## src/rtl/counter_updown_param_pkg.sv

```systemverilog
// counter_updown_param_pkg: shared mode/direction constants and prescaler width helper
package counter_updown_param_pkg;
  localparam int MODE_WRAP = 0;
  localparam int MODE_SAT = 1;
  localparam logic DIR_DOWN = 1'b0;
  localparam logic DIR_UP = 1'b1;
  function automatic int presc_w(input int p);
    return (p > 1) ? $clog2(p) : 1;
  endfunction
endpackage

```

## src/rtl/counter_prescaler.sv

```systemverilog
// counter_prescaler: divides enabled cycles by PRESCALE into a single-cycle step tick
module counter_prescaler
  import counter_updown_param_pkg::*;
#(
  parameter int PRESCALE = 1
) (
  input  logic clk,
  input  logic reset,
  input  logic en,
  input  logic clr,
  output logic tick
);
  localparam int PW = presc_w(PRESCALE);
  localparam logic [PW-1:0] LAST = PW'(PRESCALE - 1);
  logic [PW-1:0] phase;
  assign tick = en && phase == LAST;
  // phase holds while en is low, so a paused count resumes mid-phase
  always_ff @(posedge clk or negedge reset)
    if (!reset) phase <= '0;
    else if (clr) phase <= '0;
    else if (en) phase <= tick ? '0 : phase + 1'b1;
endmodule

```

## src/rtl/counter_updown_param.sv

```systemverilog
// counter_updown_param: prescaled up/down counter with runtime limit, wrap/saturate and terminal-count pulse
module counter_updown_param
  import counter_updown_param_pkg::*;
#(
  parameter int WIDTH = 8,
  parameter int PRESCALE = 1,
  parameter int SATURATE = 0
) (
  input  logic             clk,
  input  logic             reset,
  input  logic             en,
  input  logic             dir,
  input  logic             load,
  input  logic [WIDTH-1:0] load_val,
  input  logic [WIDTH-1:0] max_val,
  output logic [WIDTH-1:0] count,
  output logic             tc,
  output logic             at_max,
  output logic             at_min
);
  logic tick, over, bound, step_tc;
  logic [WIDTH-1:0] step_val, load_clamp;
  counter_prescaler #(.PRESCALE(PRESCALE)) u_prescaler (
    .clk(clk), .reset(reset), .en(en), .clr(load), .tick(tick)
  );
  assign at_max = count == max_val;
  assign at_min = count == '0;
  assign load_clamp = (load_val > max_val) ? max_val : load_val;
  // boundaries are tested before +/-1, so the arithmetic never overflows
  always_comb begin
    over = count > max_val;
    bound = (dir == DIR_UP) ? at_max : at_min;
    step_tc = !over && bound;
    step_val = over ? max_val
             : !bound ? ((dir == DIR_UP) ? count + 1'b1 : count - 1'b1)
             : (SATURATE == MODE_SAT) ? count
             : (dir == DIR_UP) ? '0 : max_val;
  end
  always_ff @(posedge clk or negedge reset)
    if (!reset) begin
      count <= '0;
      tc <= 1'b0;
    end else if (load) begin
      count <= load_clamp;
      tc <= 1'b0;
    end else if (tick) begin
      count <= step_val;
      tc <= step_tc;
    end else tc <= 1'b0;
endmodule

```

## config.mk

```make
export PLATFORM = sky130hd
export DESIGN_NAME = counter_updown_param
export DESIGN_NICKNAME = d
export VERILOG_FILES = /design/src/rtl/counter_updown_param_pkg.sv /design/src/rtl/counter_prescaler.sv /design/src/rtl/counter_updown_param.sv
export SDC_FILE = /design/constraint.sdc
export NUM_CORES = 1
export LEC_CHECK = 0
export CAP_MARGIN = 20
export CORE_UTILIZATION = 30
export CTS_CLUSTER_SIZE = 24
export DETAILED_ROUTE_END_ITERATION = 10
export SYNTH_ARGS = -nofsm -noshare
export SYNTH_HDL_FRONTEND = slang
export SYNTH_HIERARCHICAL = 1
export SYNTH_SLANG_ARGS = --single-unit
```

## constraint.sdc

```tcl
create_clock -name clk -period 2.9 [get_ports clk]
set_clock_uncertainty 0.1 [all_clocks]
set_input_delay 0.29 -clock clk [delete_from_list [all_inputs] [get_ports clk]]
set_output_delay 0.29 -clock clk [all_outputs]
set_load 0.02 [all_outputs]
```

# [Word level (Yosys, flattened, before mapping)]
# Index checks and enable logic that the tools add are counted.
[word_totals] output_inout_bits=11 inputBits=21 regBits=10 latch_bits=0 mem_bits_ro=0 elab_cells=29 memories=0 ram_bits=0
[op_classes] n_addsub=3 eq_ne=1 shift=0 mul=0 reduce_logical=6 div_mod_pow=0 mux=13 magnitude_cmp=2 bitwise_logic=1
[op_table] cell="$mux 8" count=7
[op_table] cell="$gt 8x8->1" count=2
[op_table] cell="$add 8x1->8 const B" count=1
[op_table] cell="$eq 8x8->1" count=1
[op_table] cell="$logic_not 8->1" count=1
[op_table] cell="$sub 8x1->8 const B" count=1
[op_table] cell="$mux 1" count=6
[op_table] cell="$reduce_bool 2->1" count=2
[op_table] cell="$logic_and 1x1->1" count=2
[op_table] cell="$add 1x1->1 const B" count=1
[op_table] cell="$logic_not 1->1" count=1
[op_table] cell="$not 1->1" count=1

# [Logic depth before layout (Yosys ltp)]
[depth] depth_word=6 ltp_mapped=9 depth_no_buf=8

# [By module]
# Netlist, hierarchy kept.
[by_module_without_submodules] mod="counter_updown_param" seq_area_each_um2=225.2 area_each_um2=1247.4 cells_each=150 n_inst=1
[by_module_without_submodules] mod="counter_prescaler" seq_area_each_um2=25.0 area_each_um2=46.3 cells_each=3 n_inst=1

# [Least setup slack after synthesis]
# Ideal clock, no wire load.
[synth_timing] kind="register to register" startpoint="register count[0]" endpoint="register count[2]" path_stages_with_launch=10 path_slack_ns=0.520 t_arrival_ns=2.138 required_ns=2.658 synth_period_minus_slack_ns=2.380 n_path_buf=1 path_cell_list="dfrtp_1 inv_1 ha_1 nand4_1 nor2_1 a21oi_1 and3_4 buf_6 a221oi_1 a211oi_1"
[synth_via] elab_chain_cells=6
[synth_rtl] item="from (decl)" line_no="counter_updown_param.sv:16" rtl="output logic [WIDTH-1:0] count,"
[synth_rtl] item="from (signal assigned)" line_no="counter_updown_param.sv:44" rtl="count <= load_clamp;"
[synth_rtl] item="from (signal assigned)" line_no="counter_updown_param.sv:47" rtl="count <= step_val;"
[synth_rtl] item="$eq 8x8->1" line_no="counter_updown_param.sv:26" rtl="assign at_max = count == max_val;"
[synth_rtl] item="via at_max" line_no="counter_updown_param.sv:18" rtl="output logic at_max,"
[synth_rtl] item="$mux 1" line_no="counter_updown_param.sv:32" rtl="bound = (dir == DIR_UP) ? at_max : at_min;"
[synth_rtl] item="$mux 8" line_no="counter_updown_param.sv:35" rtl=": !bound ? ((dir == DIR_UP) ? count + 1'b1 : count - 1'b1)"
[synth_rtl] item="$mux 8" line_no="counter_updown_param.sv:34" rtl="step_val = over ? max_val"
[synth_rtl] item="$mux 8" line_no="counter_updown_param.sv:46" rtl="end else if (tick) begin"
[synth_rtl] item="$mux 8" line_no="counter_updown_param.sv:43" rtl="end else if (load) begin"
# The timed path passes the listed nets, and every way through them passes these cells. The select of a mux whose other input is x is not followed.
# A chain may end at the register's enable or synchronous reset.

# [Final worst setup path]
[layout_timing] startpoint="input port max_val[7]" endpoint="output port at_max"
[layout_via] elab_chain_cells=1
[layout_rtl] item="from (decl)" line_no="counter_updown_param.sv:15" rtl="input logic [WIDTH-1:0] max_val,"
[layout_rtl] item="$eq 8x8->1" line_no="counter_updown_param.sv:26"
[layout_rtl] item="to (decl)" line_no="counter_updown_param.sv:18"
# Every way passes these cells.

==> qor.yml <==
outcome: "finished, final reports clean"
finalCriticalPeriod_ns: 2.679
num_vias: 1337
rsz0062_at_grt: "no"
fin_setup_tns_ns: 0
grt_pass1_wl_um: 5899
leakage_nw: 0.7173
syn_area_per_cell_um2: 8.456
placement.io_buffers: 31
max_freq_ghz: 0.3733
cts.clk_slew.worst_paths_ns: 0.05
ctsRootBufferMaster: "clkbuf_8"
synth_seq_area_share: 0.1934
slew_headroom: 0.6498
ys_ff_latch: 10
hold_class: "in2async"
nets: 235
hold_viol_final: 0
finalSetupViolations: 0
drcViolationCount: 0
worstPathMaxFanout: 3
syn2layout_area_growth_pct: 33.75
cts_tree: "yes"
num_antenna_cells: 0
ir_drop_v: 0.0001785
hpwl_um: 2996
required_ns: 2.51
maxCapViolations: 0
cts_resized: 0
layout-drive-gt1-share: 0.08995
grt_use_total: 0.1738
synth_area_mm2: 0.001294
max_stage_delay_ns: 0.66
core_region_area_mm2: 0.004058
worst_pin_slew_ns: 0.5237
rows: 23
fin_crit_sh: 0.9237
antenna_found_initial: 0
drt_iter0_drc: 120
critical_path.cell_chain: "clkdlybuf4s50_1 > inv_1 > ha_1 > nand4_1 > nor2_1 > clkdlybuf4s50_1"
syn_inst: 153
routed_wl_um: 3729
clock_latency_ns: 0.23
synth_edf_count: 0
grt_overflow: 0
layout_common_cells: "clkdlybuf4s50_1 (31), a21oi_1 (24), ha_1 (22)"
layout_commonest_cell: "clkdlybuf4s50_1"
utilization: 0.4265
start_util: 0.3188
ys_async_sr_fraction: 1.000
cts_buffer_depth: 2
post_cts_buffers: 0
drt-pass1-iter-count: 4
ys.flop_type: "dfrtp_1"
ant_nets: 0
synthDistinctLibCells: 40
yosys_warnings: 6
dieArea_mm2: 0.004579
die_x_um: 67.67
syn_nets: 197
vias_per_cell: 5.594
avgRoutedWirePerCell_um: 15.60
htreeDepth: 1
slowest_stage: "clkdlybuf4s50_1"
slew_viol_final: 0
powerDensity_mw_per_mm2: 514.2
grt_max_degree: 19
ctsHoldBuffers: 0
startpoint_type: "input pin"
io_pins: 32
cts_made_buffers: 3
grt_pass1_vias: 1280
cp_common_cell: "clkdlybuf4s50_1"
cp_data_arrival_time_ns: 2.29
endpoint_kind: "primary output"
clock-sinks: 10
gp_congestion: 0.9255
crit_type: "in2out"
die_h_um: 67.67
==> routing by layer <==
layer  vias up  share of wire  global-route usage  wire, um
met1       618           0.44              0.2258      1655
met4         0          0.012             0.05319        44
li1        666              -                   -         -
met5         -              0                   0         0
met3         4          0.062             0.01014       232
met2        49           0.48              0.3032      1797
==> logic make-up (layout without fill, tap and decap cells) <==
family | Yosys count | count (layout) | synth area share
AOI/OAI and AO/OA | 56 | 56 | 0.2901
xor gates and xnor gates | 7 | 7 | 0.04739
adders and majority gates | 23 | 23 | 0.2282
buffers and inverters | 16 | 52 | 0.05222
and+or+nand+nor | 41 | 41 | 0.1886
DFF | 10 | 10 | 0.1934
==> layout make-up <==
class	count	area, um^2
clock buffer	3	41.29
multi-input combinational	127	975.9
sequential	10	250.2
fill	395	2327
timing repair buffer	37	355.3
tap	50	62.56
inverter	12	45.04
==> where the power goes <==
group          internal, mW  switching [mW]
registers             0.165          0.0478
logic                 0.253           0.279
clock network        0.0909          0.0532
==> synth_stat cells (2+ instances only) <==
library cell   n  area share
a21o_1         3       0.017
a221oi_1       5       0.034
ha_1          22        0.21
or4_1          2       0.012
nor2b_1        2      0.0097
a21oi_1       24       0.093
nor2_1         6       0.017
inv_1         12       0.035
clkbuf_1       2      0.0058
o211ai_1       2       0.012
nor3_1        10       0.039
o21ai_0        5       0.019
a221oi_2       2       0.023
xnor2_1        6       0.041
a211oi_1       8       0.046
and3_1         2      0.0097
nand2_1        5       0.015
dfrtp_1       10        0.19
nand4_1        4       0.019
==> critical path: cells and delay by family <==
| kind | cells | cell delay [ns] |
|---|---|---|
| buffers and inverters | 3 | 1.24 |
| AND/OR/NAND/NOR | 2 | 0.43 |
| adder cells (fa/ha/maj) | 1 | 0.33 |
==> through the flow <==
stage,std cells,hold WS [ns],setup WS (ns),area (um^2),power (mW)
floorplan,153,-0.1056,0.5196,1294,0.5558
global placement,236,0.4020,0.1113,1689,0.7300
detailed placement,236,0.4115,0.05950,1689,0.7403
CTS,239,0.3197,0.2299,1730,0.8892
global route,239,0.3233,0.04619,1730,0.9571
finish,239,0.3067,0.2214,1730,0.8898
==> sequential cells by signal, summed over array words and instances (netlist names) <==
register	flops
count	8
tc	1
u_prescaler/phase	1
==> worst paths after layout <==
kind                                                from                            end  slack (ns)  cells past startpoint
max                                           max_val[7]                         at_max        0.22                      6
min                                                reset           count[4]$_DFFE_PN0P_        0.31                      1
max reg2reg                         count[4]$_DFFE_PN0P_           count[7]$_DFFE_PN0P_        0.53                      7
min reg2reg                u_prescaler/phase$_DFFE_PN0P_  u_prescaler/phase$_DFFE_PN0P_        0.42                      1
max in group asynchronous                          reset           count[5]$_DFFE_PN0P_        2.05                      1
min in group clk           u_prescaler/phase$_DFFE_PN0P_  u_prescaler/phase$_DFFE_PN0P_        0.42                      1
Note: power is estimated with default switching activity, not from simulation.
